===== src/rtl/shader_sequencer.sv =====
// shader_sequencer: frame-level initiator for pixel_shader.
// Walks every (row, col) in raster order. For each position it streams the voxel list
// through the rasterize handshake, then requests a shade, then writes the shaded pixel
// to the frame-buffer port. A frame runs from a one-cycle start to a one-cycle frame_done.
module shader_sequencer #(
   parameter int unsigned ROW_BITS     = 8,
   parameter int unsigned COL_BITS     = 8,
   parameter int unsigned COORD_BITS   = 8,
   parameter int unsigned PALETTE_BITS = 8,
   parameter int unsigned FRAC_BITS    = 8,
   parameter int unsigned PIXEL_BITS   = 8,
   parameter int unsigned VADDR_BITS   = 10,
   parameter int unsigned NUM_ROWS     = 240,
   parameter int unsigned NUM_COLS     = 256
) (
   input  logic                                  clock,
   input  logic                                  reset,
   input  logic                                  start,
   input  logic [VADDR_BITS:0]                   num_voxels,
   input  logic signed [COORD_BITS+FRAC_BITS-1:0] cam_pos_in_x,
   input  logic signed [COORD_BITS+FRAC_BITS-1:0] cam_pos_in_y,
   input  logic signed [COORD_BITS+FRAC_BITS-1:0] cam_pos_in_z,
   input  logic signed [COORD_BITS+FRAC_BITS-1:0] cam_look_in_x,
   input  logic signed [COORD_BITS+FRAC_BITS-1:0] cam_look_in_y,
   input  logic signed [COORD_BITS+FRAC_BITS-1:0] cam_look_in_z,
   output logic                                  busy,
   output logic                                  frame_done,
   output logic                                  voxel_rd,
   output logic [VADDR_BITS-1:0]                 voxel_addr,
   input  logic [PALETTE_BITS+3*COORD_BITS-1:0]  voxel_rdata,
   output logic                                  palette_rd,
   output logic [PALETTE_BITS-1:0]               palette_addr,
   input  logic [PIXEL_BITS-1:0]                 palette_rdata,
   output logic                                  do_rasterize,
   output logic                                  do_shade,
   output logic [COORD_BITS-1:0]                 voxel_x,
   output logic [COORD_BITS-1:0]                 voxel_y,
   output logic [COORD_BITS-1:0]                 voxel_z,
   output logic [PALETTE_BITS-1:0]               voxel_id,
   output logic [PIXEL_BITS-1:0]                 palette_entry,
   output logic signed [COORD_BITS+FRAC_BITS-1:0] cam_pos_x,
   output logic signed [COORD_BITS+FRAC_BITS-1:0] cam_pos_y,
   output logic signed [COORD_BITS+FRAC_BITS-1:0] cam_pos_z,
   output logic signed [COORD_BITS+FRAC_BITS-1:0] cam_look_x,
   output logic signed [COORD_BITS+FRAC_BITS-1:0] cam_look_y,
   output logic signed [COORD_BITS+FRAC_BITS-1:0] cam_look_z,
   output logic [ROW_BITS-1:0]                   row,
   output logic [COL_BITS-1:0]                   col,
   input  logic                                  rasterizing_done,
   input  logic                                  shading_done,
   input  logic [PIXEL_BITS-1:0]                 pixel,
   output logic                                  fb_we,
   output logic [ROW_BITS-1:0]                   fb_row,
   output logic [COL_BITS-1:0]                   fb_col,
   output logic [PIXEL_BITS-1:0]                 fb_wdata
);

   localparam int unsigned CamBits = COORD_BITS + FRAC_BITS;
   localparam int unsigned CntBits = VADDR_BITS + 1;
   localparam logic [ROW_BITS-1:0] LastRow = ROW_BITS'(NUM_ROWS - 1);
   localparam logic [COL_BITS-1:0] LastCol = COL_BITS'(NUM_COLS - 1);

   typedef enum logic [3:0] {
      StIdle,
      StFetch,
      StPal,
      StLoad,
      StRast,
      StRastRel,
      StShade,
      StShadeRel,
      StWrite,
      StAdv
   } state_e;

   state_e                   state_q, state_d;
   logic [CntBits-1:0]       vidx_q, vidx_d;
   logic [CntBits-1:0]       num_voxels_q;
   logic [ROW_BITS-1:0]      row_q, row_d;
   logic [COL_BITS-1:0]      col_q, col_d;
   logic [COORD_BITS-1:0]    voxel_x_q, voxel_y_q, voxel_z_q;
   logic [PALETTE_BITS-1:0]  voxel_id_q;
   logic [PIXEL_BITS-1:0]    palette_entry_q;
   logic [PIXEL_BITS-1:0]    fb_wdata_q;
   logic signed [CamBits-1:0] cam_pos_x_q, cam_pos_y_q, cam_pos_z_q;
   logic signed [CamBits-1:0] cam_look_x_q, cam_look_y_q, cam_look_z_q;
   logic                     accept;
   logic [PALETTE_BITS-1:0]  rdata_id;

   assign accept   = (state_q == StIdle) && start;
   assign rdata_id = voxel_rdata[PALETTE_BITS+3*COORD_BITS-1 -: PALETTE_BITS];

   // Next-state, position counters and one-cycle strobes
   always_comb begin
      state_d      = state_q;
      vidx_d       = vidx_q;
      row_d        = row_q;
      col_d        = col_q;
      voxel_rd     = 1'b0;
      palette_rd   = 1'b0;
      do_rasterize = 1'b0;
      do_shade     = 1'b0;
      fb_we        = 1'b0;
      frame_done   = 1'b0;
      unique case (state_q)
         StIdle: begin
            if (start) begin
               vidx_d  = '0;
               row_d   = '0;
               col_d   = '0;
               state_d = (num_voxels == '0) ? StShade : StFetch;
            end
         end
         StFetch: begin
            voxel_rd = 1'b1;
            state_d  = StPal;
         end
         StPal: begin
            palette_rd = 1'b1;
            state_d    = StLoad;
         end
         StLoad: begin
            state_d = StRast;
         end
         StRast: begin
            do_rasterize = 1'b1;
            if (rasterizing_done) begin
               state_d = StRastRel;
            end
         end
         StRastRel: begin
            // The next request is only issued once the shader has released its done.
            if (!rasterizing_done) begin
               vidx_d  = vidx_q + CntBits'(1);
               state_d = (vidx_d < num_voxels_q) ? StFetch : StShade;
            end
         end
         StShade: begin
            do_shade = 1'b1;
            if (shading_done) begin
               state_d = StShadeRel;
            end
         end
         StShadeRel: begin
            if (!shading_done) begin
               state_d = StWrite;
            end
         end
         StWrite: begin
            fb_we   = 1'b1;
            state_d = StAdv;
         end
         StAdv: begin
            vidx_d  = '0;
            state_d = (num_voxels_q == '0) ? StShade : StFetch;
            if (col_q != LastCol) begin
               col_d = col_q + COL_BITS'(1);
            end else if (row_q != LastRow) begin
               col_d = '0;
               row_d = row_q + ROW_BITS'(1);
            end else begin
               // Last pixel: row/col keep their final values until the next start.
               frame_done = 1'b1;
               state_d    = StIdle;
            end
         end
         default: begin
            state_d = StIdle;
         end
      endcase
   end

   // State and position registers
   always_ff @(posedge clock) begin
      if (reset) begin
         state_q <= StIdle;
         vidx_q  <= '0;
         row_q   <= '0;
         col_q   <= '0;
      end else begin
         state_q <= state_d;
         vidx_q  <= vidx_d;
         row_q   <= row_d;
         col_q   <= col_d;
      end
   end

   // Frame parameters, fetched operands and shaded result capture
   always_ff @(posedge clock) begin
      if (reset) begin
         num_voxels_q    <= '0;
         cam_pos_x_q     <= '0;
         cam_pos_y_q     <= '0;
         cam_pos_z_q     <= '0;
         cam_look_x_q    <= '0;
         cam_look_y_q    <= '0;
         cam_look_z_q    <= '0;
         voxel_x_q       <= '0;
         voxel_y_q       <= '0;
         voxel_z_q       <= '0;
         voxel_id_q      <= '0;
         palette_entry_q <= '0;
         fb_wdata_q      <= '0;
      end else begin
         if (accept) begin
            num_voxels_q <= num_voxels;
            cam_pos_x_q  <= cam_pos_in_x;
            cam_pos_y_q  <= cam_pos_in_y;
            cam_pos_z_q  <= cam_pos_in_z;
            cam_look_x_q <= cam_look_in_x;
            cam_look_y_q <= cam_look_in_y;
            cam_look_z_q <= cam_look_in_z;
         end
         if (state_q == StPal) begin
            {voxel_id_q, voxel_z_q, voxel_y_q, voxel_x_q} <= voxel_rdata;
         end
         if (state_q == StLoad) begin
            palette_entry_q <= palette_rdata;
         end
         if ((state_q == StShade) && shading_done) begin
            fb_wdata_q <= pixel;
         end
      end
   end

   // Addresses are gated so the RAM ports read as zero whenever no read is issued.
   assign voxel_addr    = voxel_rd ? vidx_q[VADDR_BITS-1:0] : '0;
   assign palette_addr  = palette_rd ? rdata_id : '0;
   assign busy          = (state_q != StIdle);
   assign voxel_x       = voxel_x_q;
   assign voxel_y       = voxel_y_q;
   assign voxel_z       = voxel_z_q;
   assign voxel_id      = voxel_id_q;
   assign palette_entry = palette_entry_q;
   assign cam_pos_x     = cam_pos_x_q;
   assign cam_pos_y     = cam_pos_y_q;
   assign cam_pos_z     = cam_pos_z_q;
   assign cam_look_x    = cam_look_x_q;
   assign cam_look_y    = cam_look_y_q;
   assign cam_look_z    = cam_look_z_q;
   assign row           = row_q;
   assign col           = col_q;
   assign fb_row        = row_q;
   assign fb_col        = col_q;
   assign fb_wdata      = fb_wdata_q;

endmodule


===== config.mk =====
export PLATFORM = sky130hd
export DESIGN_NAME = shader_sequencer
export DESIGN_NICKNAME = d
export VERILOG_FILES = /design/src/rtl/shader_sequencer.sv
export SDC_FILE = /design/constraint.sdc
export NUM_CORES = 1
export LEC_CHECK = 0
export CAP_MARGIN = 20
export CORE_AREA = 2 2 141 143
export CTS_CLUSTER_DIAMETER = 80
export DETAILED_ROUTE_END_ITERATION = 7
export DIE_AREA = 0 0 143 145
export DONT_BUFFER_PORTS = 1
export MAX_ROUTING_LAYER = met4
export SLEW_MARGIN = 20
export SYNTH_ARGS = -nofsm -noshare
export SYNTH_HDL_FRONTEND = slang
export SYNTH_SLANG_ARGS = --single-unit

===== constraint.sdc =====
create_clock -name clock -period 6.79 [get_ports clock]
set_clock_uncertainty 0.05 [all_clocks]
set_input_delay 0.679 -clock clock [delete_from_list [all_inputs] [get_ports clock]]
set_output_delay 0.679 -clock clock [all_outputs]
set_load 0.01 [all_outputs]

# Word-level counts from Yosys, hierarchy flattened
# Index checks and enable logic that the tools add are counted.
[totals] word_cells=83 out_inout_bits=201 input_bits=160 reg_bits=186
[op_classes] reduce_logical=12 n_addsub=3 n_mux=31 order_cmp=1 eq_ne=19
[ops] operator="two-way mux 8 bit" count=6
[ops] operator="case mux 4 bit (10 select lines)" count=1
[ops] operator="case mux 11 bit (3 select lines)" count=1
[ops] operator="case mux 8 bit (2 select lines)" count=2
[ops] operator="zero test 11 bit" count=2
[ops] operator="two-way mux 11 bit" count=2
[ops] operator="two-way mux 4 bit" count=5
[ops] operator="adder 8 x 1 -> 8 bit (second input constant)" count=2
[ops] operator="equality test 4 x 3 -> 1 bit (second input constant)" count=4
[ops] operator="!= test 8 bit (second input constant)" count=2
[ops] operator="two-way mux 3 bit" count=5
[ops] operator="!= test 2 bit (second input constant)" count=7
[ops] operator="adder 11 x 1 -> 11 bit (second input constant)" count=1
[ops] operator="< comparator 11 bit" count=1
[ops] operator="two-way mux 10 bit" count=1
[ops] operator="equality test 4 x 2 -> 1 bit (second input constant)" count=2
[ops] operator="equality test 4 bit (second input constant)" count=2
[ops] operator="two-way mux 1 bit" count=8
[ops] operator="AND reduction 3 bit" count=2
[ops] operator="AND reduction 5 bit" count=1
[ops] operator="equality test 4 x 1 -> 1 bit (second input constant)" count=1
[ops] operator="zero test 4 bit" count=1
[ops] operator="AND reduction 4 bit" count=1
[ops] operator="nonzero test 4 bit" count=1
[ops] operator="other kinds (4)" count=5

# Depth between registers and ports, before layout
# Gate-level depths: netlist (run 1).
[depth] ltp_word=5 mapped_depth=11 depth_no_buf=10

# Least setup slack after synthesis (run 1)
# Ideal clock, no wire load.
[synth_timing] path_type="register to register" startpoint="register vidx_q[0]" endpoint="register state_q[2]" setup_time_ns=0.095 path_buffers=0 stages_incl_launch_ff=10 synth_period_minus_slack_ns=2.591 t_required_ns=6.645 slack_ns=4.199 arrival_time_ns=2.446 cell_sequence="dfxtp_1 -> ha_1 -> nand3_1 -> nor4_1 -> xor2_1 -> ha_1 -> nand4_1 -> a211o_1 -> a311o_1 -> a221oi_1"
[synth_between] elab_chain_cells=5
[synth_rtl] item="from (decl)" line_no="77" rtl="logic [CntBits-1:0] vidx_q, vidx_d;"
[synth_rtl] item="from (signal assigned)" line_no="182" rtl="vidx_q <= vidx_d;"
[synth_rtl] item="adder 11 x 1 -> 11 bit" line_no="134" rtl="vidx_d = vidx_q + CntBits'(1);"
[synth_rtl] item="< comparator 11 bit" line_no="135" rtl="state_d = (vidx_d < num_voxels_q) ? StFetch : StShade;"
[synth_rtl] item="two-way mux 3 bit" line_no="135"
[synth_rtl] item="two-way mux 4 bit" line_no="133" rtl="if (!rasterizing_done) begin"
[synth_rtl] item="case mux 4 bit (10 select lines)" line_no="105" rtl="unique case (state_q)"
[synth_rtl] item="to (signal assigned)" line_no="176" rtl="state_q <= StIdle;"
[synth_rtl] item="to (signal assigned)" line_no="181" rtl="state_q <= state_d;"
[synth_rtl] item="to (decl)" line_no="76" rtl="state_e state_q, state_d;"
# No other way between the ends. The select of a mux whose other input is x is not followed.
# A chain may end at the register's enable or synchronous reset.

# Final worst setup path (run 1)
[layout_timing] startpoint="register state_q[1]" endpoint="output palette_addr[7]"
[layout_between] elab_chain_cells=3
[layout_rtl] item="equality test 4 x 2 -> 1 bit" line_no="105"
[layout_rtl] item="two-way mux 1 bit" line_no="105"
[layout_rtl] item="two-way mux 8 bit" line_no="228" rtl="assign palette_addr = palette_rd ? rdata_id : '0;"
[layout_rtl] item="to (decl)" line_no="32" rtl="output logic [PALETTE_BITS-1:0] palette_addr,"
# No other way between the ends.

==> results of run 1 <==
==> report_power, final <==
| group | switching, mW | total (mW) | internal [mW] |
|---|---|---|---|
| sequential | 0.104 | 1.27 | 1.17 |
| clock | 0.483 | 1.06 | 0.577 |
| combinational | 0.185 | 0.274 | 0.0888 |
==> kinds of logic (layout without fill, tap and decap cells) <==
group	Yosys count	in the layout
AND/OR/NAND/NOR	422	422
AO/OA/AOI/OAI	211	211
flip-flops	186	186
buffers and inverters	107	62
XOR/XNOR	19	19
adder cells (fa/ha/maj)	13	13
multiplexers	11	11
==> worst max path at each step <==
stage	slack [ns]	endpoint	cells past startpoint	from
floorplan	4.20	state_q[2]	9	vidx_q[0]
global placement	3.89	fb_row[6]	6	state_q[0]
detailed placement	3.87	fb_row[6]	6	state_q[0]
CTS	3.42	voxel_addr[1]	3	state_q[0]
global route	3.36	palette_addr[7]	7	state_q[1]
finish	3.62	palette_addr[7]	7	state_q[1]
==> worst register-to-register path, stage by stage (launching register included) <==
cell and delay [ns]:
dfxtp_1 0.43, ha_1 0.28, nand3_1 0.22, nor4_1 0.38, xor2_1 0.14, ha_1 0.31
nand4_1 0.13, a211o_1 0.27, a311o_1 0.34, a221oi_1 0.26
==> metal layers <==
layer | track usage | vias up | share of wire
met1 | 0.251 | 2912 | 0.43
met5 | - | - | 0
met4 | 0.0683 | 0 | 0.023
met2 | 0.317 | 242 | 0.47
met3 | 0.0693 | 34 | 0.081
li1 | - | 3090 | -
==> sequential cells by signal (all words and copies together) (netlist names) <==
signal,flops
cam_pos_y,16
cam_look_z,16
cam_pos_z,16
vidx_q,11
cam_look_x,16
num_voxels_q,11
voxel_z,8
voxel_x,8
state_q,4
voxel_y,8
voxel_id,8
palette_entry,8
fb_wdata,8
cam_pos_x,16
cam_look_y,16
col,8
fb_row,8
==> area by class of cell <==
cell class,instances,area share
sequential,186,0.450
multi-input combinational,676,0.418
clock buffer,18,0.0530
tap,265,0.0400
clock inverter,14,0.0242
inverter,26,0.0118
timing repair buffer,4,0.00363
==> placed cells by master (no fill, tap or decap), drive strengths merged, types with 10 or more instances in the layout <==
cell / n
nand2: 310
dfxtp: 186
a21oi: 169
nor2: 33
inv: 32
clkbuf: 18
nand3: 13
ha: 13
xor2: 12
o21ai: 12
mux2i: 11
nor4: 10
and2: 10
==> stage by stage <==
step                power [mW]  std cells  area (µm²)  setup slack (ns)  hold slack [ns]
global route              2.72       1189        8280              3.36            0.253
floorplan                 1.53        969        7690              4.20            0.399
finish                    2.61       1189        8280              3.62            0.273
detailed placement        1.58       1157        7620              3.87            0.410
CTS                       2.64       1189        8260              3.42            0.254
global placement          1.57       1157        7620              3.89            0.408
==> key figures, run 1 <==
Setup path
  – Reg-to-reg setup timing slack: between 3 and 4 ns
  – Required @ worst endpoint: approximately 6.1 ns
  – FF-to-FF End: state_q[2]
  – Origin of the critical flop-to-flop path: vidx_q[0]
  – Top delay family on crit path: buffers and inverters
  – Slowest cell delay on critical path: just under 0.7 ns
  – CP Capture Type: primary output
  – Buf/Inv on CP: 4
  – Crit path launch type: flip-flop
  – Worst Reg-to-Reg Cells: 9
  – Critical Setup Path Class: reg -> out
  – CP max FO: 33
  – Critical path cell sequence: nor2b_1 -> nand2_1 -> buf_4 -> inv_1 -> buf_4 -> nand2_1 -> inv_1
  – Slowest cell on the critical path: dfxtp_1
  – WP data arrival: between 2 and 2.5 ns

Logic synthesis
  – Post-synthesis mux area share: 0.0143
  – Synth top area share: 0.484
  – Flops & latches, synth: approximately 190
  – Cell taking the most area after synthesis: dfxtp_1
  – Simple logic cell fraction of the synthesized area: 0.235
  – Synth Instances: about 970
  – Most common flop cell mapped by yosys: dfxtp_1
  – Synth Area in Compound Gates: 0.154
  – Post-synthesis xor/xnor area fraction: 0.0216
  – Synth area leaders: dfxtp_1 48%, nand2_1 15%, a21oi_1 11%
  – Commonest cells post-synth: 310 x nand2_1, 186 x dfxtp_1, 169 x a21oi_1
  – Synth Area in Adders: 0.0211
  – Post-synth EDFFs: 0
  – Unique masters post-synth: 53
  – Post-synth ARST share: 0
  – Post-Synthesis Mean Instance Area: about 7.9 µm²
  – Ys Warns: 0
  – Largest family of logic cells by synthesized area: simple AND/OR/NAND/NOR gates
  – Register area share after synthesis: 0.484
  – Synth Net Count: about 1.1k
  – Mapped cell area: 7690 µm²
  – Most frequent cell after synthesis: nand2_1

CTS
  – Clock slew seen by the registers of the worst setup and hold paths: ~0.070 ns
  – Num CTS Buffers: 17
  – Htree depth: 4
  – TritonCTS clock tree: done
  – # Post-CTS Setup Buffers: 0
  – PostCTS Resize Cnt: 0
  – Clock Sinks: 186
  – Worst skew pair latency: between 0.4 and 0.5 ns
  – Cts hold-fix bufs: 0
  – Root buffer cell: clkbuf_16
  – CTS Buffer Depth: 2

STA
  – Actual slew at the worst max-slew pin: about 1.1 ns
  – RSZ-0062 raised after global routing: false
  – Max Slew Vio Count: 0
  – # setup viols final: 0
  – Period minus WS final: roughly 3.2 ns
  – Period utilisation layout: 0.467
  – Setup TNS: 0 ns
  – Fmax: roughly 320 MHz
  – Max-slew headroom: 0.259
  – Final Hold Vio Count: 0

Floorplanning
  – Initial Utilization: 0.401
  – Num rows: 51
  – Area of the die: 20700 µm²
  – Die Height: about 150 µm
  – Chip Width: about 140 µm
  – Core ar.: roughly 19000 µm²
  – # IOs: ~360

Outcome
  – Status: finished clean

Global route
  – Largest net degree at the start of global routing: ~180
  – Global-route wire length before repair: ~32 mm
  – Grt ovf: 0
  – Initial antenna violation count: 0
  – GRT Total Usage: 0.205
  – Vias in the first global route: ~5.9k

Drt
  – Final WL: between 20 and 25 mm
  – Drc violations: 0
  – Vias: about 6.3k
  – Vias per cell: between 5 and 6
  – WL/cell: approximately 18 µm
  – Iteration-0 DRC Markers: between 300 and 400
  – Post-route ant nets: 0
  – First drt pass iteration count: 5

Cells and area
  – Register area: approximately 3700 µm²
  – Layout cells sized above 1: 0.0530
  – Layout area overhead: 7.61%
  – Nets: roughly 1.1k
  – Diodes inserted: 0
  – Final core utilization: 0.431
  – Fillers: 1924
  – Multi-input gate area: approximately 3500 µm²

Flow run
  – Max cap viols: 0

Worst hold path
  – Hold path start: reset
  – Worst Hold Path EP: voxel_x[5]
  – Hold depth: 1
  – Hold crit path type: in -> reg

Placement
  – Port Buf Inserts: 0
  – Placer Congestion: 0.867
  – Dpl hpwl: approximately 15 mm

Power and ir drop
  – Worst VDD drop: approximately 0.00020 V
  – Static Leak: roughly 3.0 nW
  – Pwr dens: 315 nW/µm²
No activity file was read; power rests on OpenSTA's default activity.
==> inputs of run 2 (changes only) <==
ABC_AREA = 1   (was default)
CORE_AREA = 2 2 138 140   (was 2 2 141 143)
DIE_AREA = 0 0 140 142   (was 0 0 143 145)
clock period = 2.58 ns   (was 6.79 ns; I/O delays follow)
==> run 2 against run 1 <==
  * The flow now finishes with violations (design-rule violations)
  * Synthesized area rose by 0.36%
  * Non-clock buffer count up 176
  * Critical path depth rose by 7
  * Global-route usage is 2.4 points higher
  * Power grew to 3.4 times the previous value
  * First-iteration DRC count up 66%
  * Sequential cell count did not move
  * Routed wire length grew 8.3%
  * Die area is 4.1% lower
  * Register-to-register slack worse by 3.6 ns
  * Critical path type is now reg -> reg
  * Largest cell class unchanged
  * Largest power group unchanged
==> key figures, run 2 <==
CTS
  – TritonCTS clock tree: done
  – Clock Sinks: 186 (unchanged)
  – Num CTS Buffers: 17 (unchanged)
  – Htree depth: 4 (unchanged)
  – Worst skew pair latency: 0.42 ns (about the same)
  – CTS Buffer Depth: 2 (unchanged)
  – Clock slew seen by the registers of the worst setup and hold paths: 0.07 ns (about the same)
  – Root buffer cell: clkbuf_16

Drt
  – Post-route ant nets: 0 (unchanged)
  – Vias: 7350 (+17%)
  – WL/cell: 15.9 µm (-11%)
  – Drc violations: 10 (+10)
  – Vias per cell: 5.10 (-3.5%)
  – Final WL: 23.0 mm (+8.3%)
  – First drt pass iteration count: 8 (+3)
  – Iteration-0 DRC Markers: 529 (+66%)

Setup path
  – Crit path launch type: flip-flop
  – Buf/Inv on CP: 1 (-3)
  – CP max FO: 4 (-88%)
  – Slowest cell delay on critical path: 0.36 ns (-0.33 ns)
  – Critical path cell sequence: inv_1 -> nor3_1 -> nand2_1 -> nor2_1 -> xor2_1 -> ha_1 -> a21oi_1 -> nor2_1 -> nor2_1 -> nand3_1 -> nand2_1 -> nand2_1 -> nand2_1 -> a21oi_1
  – Top delay family on crit path: simple AND/OR/NAND/NOR gates
  – Critical path depth in cells: 14 (+7)
  – Required @ worst endpoint: 2.84 ns (-3.22 ns)
  – Slowest cell on the critical path: dfxtp_1
  – Critical Setup Path Class: reg -> reg
  – CP dominant cell by count: nand2_1
  – Worst Reg-to-Reg Cells: 14 (+5)
  – WP data arrival: 2.55 ns (+0.11 ns)
  – CP Capture Type: flip-flop

Logic synthesis
  – Post-synth ARST share: 0 (unchanged)
  – Ys Warns: 0 (unchanged)
  – Most frequent cell after synthesis: nor2_1
  – Commonest cells post-synth: 310 x nor2_1, 186 x dfxtp_1, 148 x o21ai_0
  – Synth Net Count: 1238 (+8.4%)
  – Unique masters post-synth: 31 (-42%)
  – Mapped cell area: 7720 µm² (+0.36%)
  – Post-Synthesis Mean Instance Area: 7.25 µm² (-8.7%)
  – Synth area leaders: dfxtp_1 48%, nor2_1 15%, o21ai_0 9.6%
  – Register area share after synthesis: 0.482 (-0.00172)
  – Cell taking the most area after synthesis: dfxtp_1
  – Synth top area share: 0.482 (-0.00172)
  – Synth Instances: 1065 (+9.9%)
  – Most common flop cell mapped by yosys: dfxtp_1
  – Post-synth EDFFs: 0 (unchanged)
  – Flops & latches, synth: 186 (unchanged)

STA
  – Actual slew at the worst max-slew pin: 0.508 ns (-0.604 ns)
  – Final Hold Vio Count: 0 (unchanged)
  – Max-slew headroom: 0.662 (+0.402)
  – Period utilisation layout: 0.887
  – Max Slew Vio Count: 0 (unchanged)
  – Period minus WS final: 2.29 ns
  – Setup TNS: 0 ns (unchanged)
  – Setup ws final: 0.291 ns (-3.33 ns)
  – Fmax: around 440 MHz
  – # setup viols final: 0 (unchanged)

Power and ir drop
  – Clock power share: 0.298 (-0.109)
  – Sw Share: 0.373 (+0.0762)
  – Worst VDD drop: 0.000509 V (+160%)
  – Comb pwr share: 0.230 (+0.125)
  – Static Leak: 4.27 nW (+40%)
  – Pwr dens: 887 nW/µm² (+180%)
  – Cell internal pwr: 5.58 mW (+200%)
  – Psw: 3.32 mW (+330%)
  – Reg power frac: 0.472 (-0.016)
  – Total Power: 8.90 mW (+240%)

Floorplanning
  – Initial Utilization: 0.418 (+0.0178)
  – Num rows: 50 (-2.0%)
  – Core ar.: 18500 µm² (-3.9%)
  – Area of the die: 19900 µm² (-4.1%)
  – Die Height: 142 µm (-2.1%)
  – Chip Width: 140 µm (-2.1%)
  – # IOs: 361 (unchanged)

Global route
  – Vias in the first global route: 7018 (+18%)
  – Grt ovf: 0 (unchanged)
  – GRT Total Usage: 0.229 (+0.0238)
  – Largest net degree at the start of global routing: 101 (-42%)
  – Global-route wire length before repair: 35.8 mm (+10%)
  – Initial antenna violation count: 0 (unchanged)

Placement
  – Dpl hpwl: 15.1 mm (+2.1%)
  – Placer Congestion: 0.858 (-1.0%)
  – Dpl cells: 1253 (+8.3%)
  – Port Buf Inserts: 0 (unchanged)
  – Pre-CTS setup slack: 0.225 ns (-3.65 ns)

Cells and area
  – Non-filler cells, final: 1442 (+21%)
  – Diodes inserted: 0 (unchanged)
  – Commonest non-fill, non-tap cell in the layout: nor2_1
  – Layout cells sized above 1: 0.0704 (+0.0173)
  – Commonest cells after routing, fill and taps aside: 309 x nor2_1, 184 x dfxtp_1, 156 x dlygate4sd3_1
  – Nets: 1368 (+26%)
  – Layout area overhead: 29.9%
  – Fillers: 1698 (-12%)

Worst hold path
  – Hold depth: 2 (+1)
  – Hold crit path type: in -> reg

Outcome
  – Failing checks: design-rule violations
  – Status: finished with violations

Flow run
  – Max cap viols: 0 (unchanged)
==> run 2: changes by cell type after synthesis, moves of 10 or more <==
| cell | change |
|---|---|
| a21oi_1 | -110 |
| and2_1 | -10 |
| buf_2 | +10 |
| buf_4 | -13 |
| clkbuf_1 | -11 |
| inv_1 | +41 |
| mux2i_1 | -11 |
| nand2_1 | -176 |
| nand3_1 | +14 |
| nor2_1 | +277 |
| o21ai_0 | +139 |
==> run 2: logic make-up after synthesis <==
| kind of cell | share of synthesized area |
|---|---|
| xor gates and xnor gates | 0.0102 |
| DFF | 0.482 |
| AOI/OAI and AO/OA | 0.139 |
| and+or+nand+nor | 0.259 |
| buffers and inverters | 0.0883 |
| adders and majority gates | 0.0211 |
==> run 2: area by class of cell <==
cell class	instances	area [µm²]	share of cell area
clock buffer	17	425	0.0424
sequential	186	3730	0.372
timing repair buffer	180	1790	0.179
tap	234	293	0.0292
multi-input combinational	734	3340	0.333
inverter	76	288	0.0287
clock inverter	15	170	0.0170
==> run 2: timing repair <==
action / CTS / global route
setup buffers: 0 / 0
hold buffers: 157 / 0
endpoints found under the setup margin: 0 / 3
gates resized for setup: 0 / 5
hold endpoints to repair: 179 / 0
==> run 2: worst paths after layout <==
path / startpoint / endpoint / slack, ns
worst min-delay path: num_voxels[5] / num_voxels_q[5] / 0.01
worst min register to register: vidx_q[9] / vidx_q[9] / 0.41
worst max register to register: vidx_q[3] / state_q[2] / 0.29
worst max-delay path: vidx_q[3] / state_q[2] / 0.29
==> run 2: worst register-to-register path, stage by stage, from the launching register on <==
cell and delay (ns):
dfxtp_1 0.36, inv_1 0.12, nor3_1 0.26, nand2_1 0.13, nor2_1 0.13, xor2_1 0.21
ha_1 0.27, a21oi_1 0.13, nor2_1 0.05, nor2_1 0.12, nand3_1 0.09, nand2_1 0.09
nand2_1 0.06, nand2_1 0.06, a21oi_1 0.05
==> run 2: power by group through the flow <==
stage	Combinational (mW)	Clock [mW]	Sequential [mW]
detailed placement	1.82	0	4.24
CTS	2.03	2.71	4.19
global route	2.33	2.83	4.26
finish	2.05	2.65	4.20
global placement	1.79	0	4.26
floorplan	1.54	0	4.08
==> run 2: per-stage QoR <==
step | cell area, µm² | utilization | hold slack [ns]
finish | 10000 | 0.543 | 0.0130
global route | 10000 | 0.543 | 0.00106
CTS | 10000 | 0.542 | 0.00291
detailed placement | 7830 | 0.424 | 0.284
global placement | 7830 | 0.424 | 0.282
floorplan | 7720 | - | 0.343
==> run 2: metal layers <==
layer  global-route usage  wire length (µm)
met4               0.0829               659
met5                    -                 0
met2                0.367             11200
met3               0.0656              1730
met1                0.276              9400
==> inputs of run 3 (changes only) <==
PLACE_DENSITY = 0.64   (was default)
==> run 3 against run 2 <==
  * The flow still finishes with violations (design-rule violations)
  * Hold slack better by 0.0069 ns
  * Die area unchanged
  * Largest cell class unchanged
  * Critical endpoint is now state_q[1]
  * First-iteration DRC count shrank 1.1%
  * Critical path type unchanged
  * Combinational power about the same
  * Global-route usage increased by 0.46 points
  * Largest power group unchanged
==> key figures, run 3 (same netlist as run 2, synthesis figures left out) <==
Outcome
  – Status: finished with violations
  – Failing checks: design-rule violations

STA
  – Fmax: 434 MHz (-0.66%)
  – Setup ws final: 0.275 ns (-0.0152 ns)
  – Setup TNS: 0 ns (unchanged)
  – Final Hold Vio Count: 0 (unchanged)
  – Period minus WS final: 2.30 ns (+0.0152 ns)
  – Max Slew Vio Count: 0 (unchanged)
  – # setup viols final: 0 (unchanged)
  – Max-slew headroom: 0.451 (-0.211)
  – Period utilisation layout: 0.893 (+0.00590)
  – Actual slew at the worst max-slew pin: 0.824 ns (+0.316 ns)
  – RSZ-0062 raised after global routing: false

Drt
  – Iteration-0 DRC Markers: 523 (-1.1%)
  – Post-route ant nets: 0 (unchanged)
  – Drc violations: 12 (+2)
  – Vias per cell: 5.20 (+1.9%)
  – Final WL: 23.6 mm (+2.6%)
  – Vias: 7488 (+1.9%)
  – WL/cell: 16.4 µm (+2.7%)
  – First drt pass iteration count: 8 (unchanged)

CTS
  – TritonCTS clock tree: done
  – Root buffer cell: clkbuf_16
  – Num CTS Buffers: 17 (unchanged)
  – CTS Buffer Depth: 2 (unchanged)
  – Htree depth: 4 (unchanged)
  – Clock slew seen by the registers of the worst setup and hold paths: 0.07 ns (about the same)
  – # Post-CTS Setup Buffers: 0 (unchanged)
  – Clock Sinks: 186 (unchanged)
  – Worst skew pair latency: 0.42 ns (about the same)

Power and ir drop
  – Worst VDD drop: 0.000480 V (-5.7%)
  – Pwr dens: 883 nW/µm² (-0.53%)
  – Static Leak: 4.23 nW (-1.0%)

Placement
  – Placer Congestion: 0.864 (+0.77%)
  – Dpl cells: 1248 (-0.40%)
  – Dpl hpwl: 14.7 mm (-2.7%)
  – Pre-CTS setup slack: 0.201 ns (-0.0245 ns)
  – Port Buf Inserts: 0 (unchanged)

Cells and area
  – Layout cells sized above 1: 0.0679 (-0.00243)
  – Layout area overhead: 29.6%
  – Non-filler cells, final: 1441 (-0.069%)
  – Commonest non-fill, non-tap cell in the layout: nor2_1
  – Nets: 1367 (-0.073%)
  – Commonest cells after routing, fill and taps aside: 308 x nor2_1, 183 x dfxtp_1, 160 x dlygate4sd3_1
  – Diodes inserted: 0 (unchanged)
  – Fillers: 1664 (-2.0%)

Global route
  – GRT Total Usage: 0.233 (+0.00463)
  – Vias in the first global route: 7255 (+3.4%)
  – Initial antenna violation count: 0 (unchanged)
  – Global-route wire length before repair: 36.4 mm (+1.8%)
  – Largest net degree at the start of global routing: 117 (+16%)
  – Grt ovf: 0 (unchanged)

Setup path
  – Crit path launch type: flip-flop
  – CP Capture Type: flip-flop
  – CP max FO: 5 (+1)
  – Required @ worst endpoint: 2.88 ns (+0.04 ns)
  – WP data arrival: 2.61 ns (+0.06 ns)
  – Reg-to-reg setup timing slack: 0.28 ns (-0.02 ns)
  – Critical Setup Path Class: reg -> reg

Floorplanning
  – Num rows: 50 (unchanged)
  – Area of the die: 19900 µm² (unchanged)
  – Core ar.: 18500 µm² (unchanged)
  – Die Height: 142 µm (unchanged)
  – # IOs: 361 (unchanged)
  – Chip Width: 140 µm (unchanged)
  – Initial Utilization: 0.418 (unchanged)

Flow run
  – Max cap viols: 0 (unchanged)

Worst hold path
  – Hold crit path type: in -> reg
[run 3: cell count changes in the layout (fill, tap and decap cells not counted), moves of 2 or more]
cell           change
dlygate4sd3_1      +4
buf_4              -4
nor3_2             +2
inv_6              +3
clkinv_4           -2
[run 3: metrics by stage]
stage	hold slack, ns	utilization	instance area (µm²)	total power [mW]
finish	0.0199	0.542	10000	8.83
global route	0.0115	0.542	10000	9.33
CTS	0.00272	0.541	9990	8.81
detailed placement	0.284	0.422	7780	6.03
global placement	0.281	0.422	7780	5.99
floorplan	0.343	-	7720	5.62
[run 3: final timing paths]
check,from,to,depth (start not counted)
worst max-delay path,vidx_q[2],state_q[1],15
worst min register to register,vidx_q[9],vidx_q[9],2
worst max register to register,vidx_q[2],state_q[1],15
worst min-delay path,voxel_rdata[28],voxel_id[4],2
[run 3: power by group]
group,switching (mW),internal (mW),total (mW)
Combinational,1.36,0.677,2.04
Sequential,0.712,3.49,4.20
Clock,1.27,1.33,2.59
[run 3: layer usage]
layer,wire [µm],up-vias,GRT usage,part of all wire
met2,11500,336,0.386,0.49
met4,769,0,0.0973,0.033
met1,9600,3457,0.274,0.41
met5,0,-,-,0
met3,1680,74,0.0569,0.071
li1,-,3621,-,-
[run 3: critical path: stages (launching register included)]
cell and delay, ns:
dfxtp_2 0.37, nand2_1 0.09, nor3_2 0.24, nand3_1 0.14
or2_2 0.28, nand2_1 0.07, inv_1 0.05, ha_1 0.26
nand2_1 0.06, nor2_2 0.11, nand3_1 0.10, nand3_1 0.09
nand2_1 0.07, nand2_1 0.08, nand2_1 0.05, a21oi_1 0.11
[run 3: layout make-up]
class	count	area [µm²]	area share
Clock inverter	14	145	0.0145
Tap cell	234	293	0.0293
Inverter	76	290	0.0290
Clock buffer	18	439	0.0439
Timing Repair Buffer	179	1780	0.178
Multi-Input combinational cell	734	3330	0.333
Sequential cell	186	3730	0.372
[run 3: timing repair]
| item | CTS | global route |
|---|---|---|
| setup endpoints to repair | 0 | 2 |
| hold endpoints to repair | 181 | 0 |
| hold buffers | 161 | 0 |
| resized for setup | 0 | 6 |
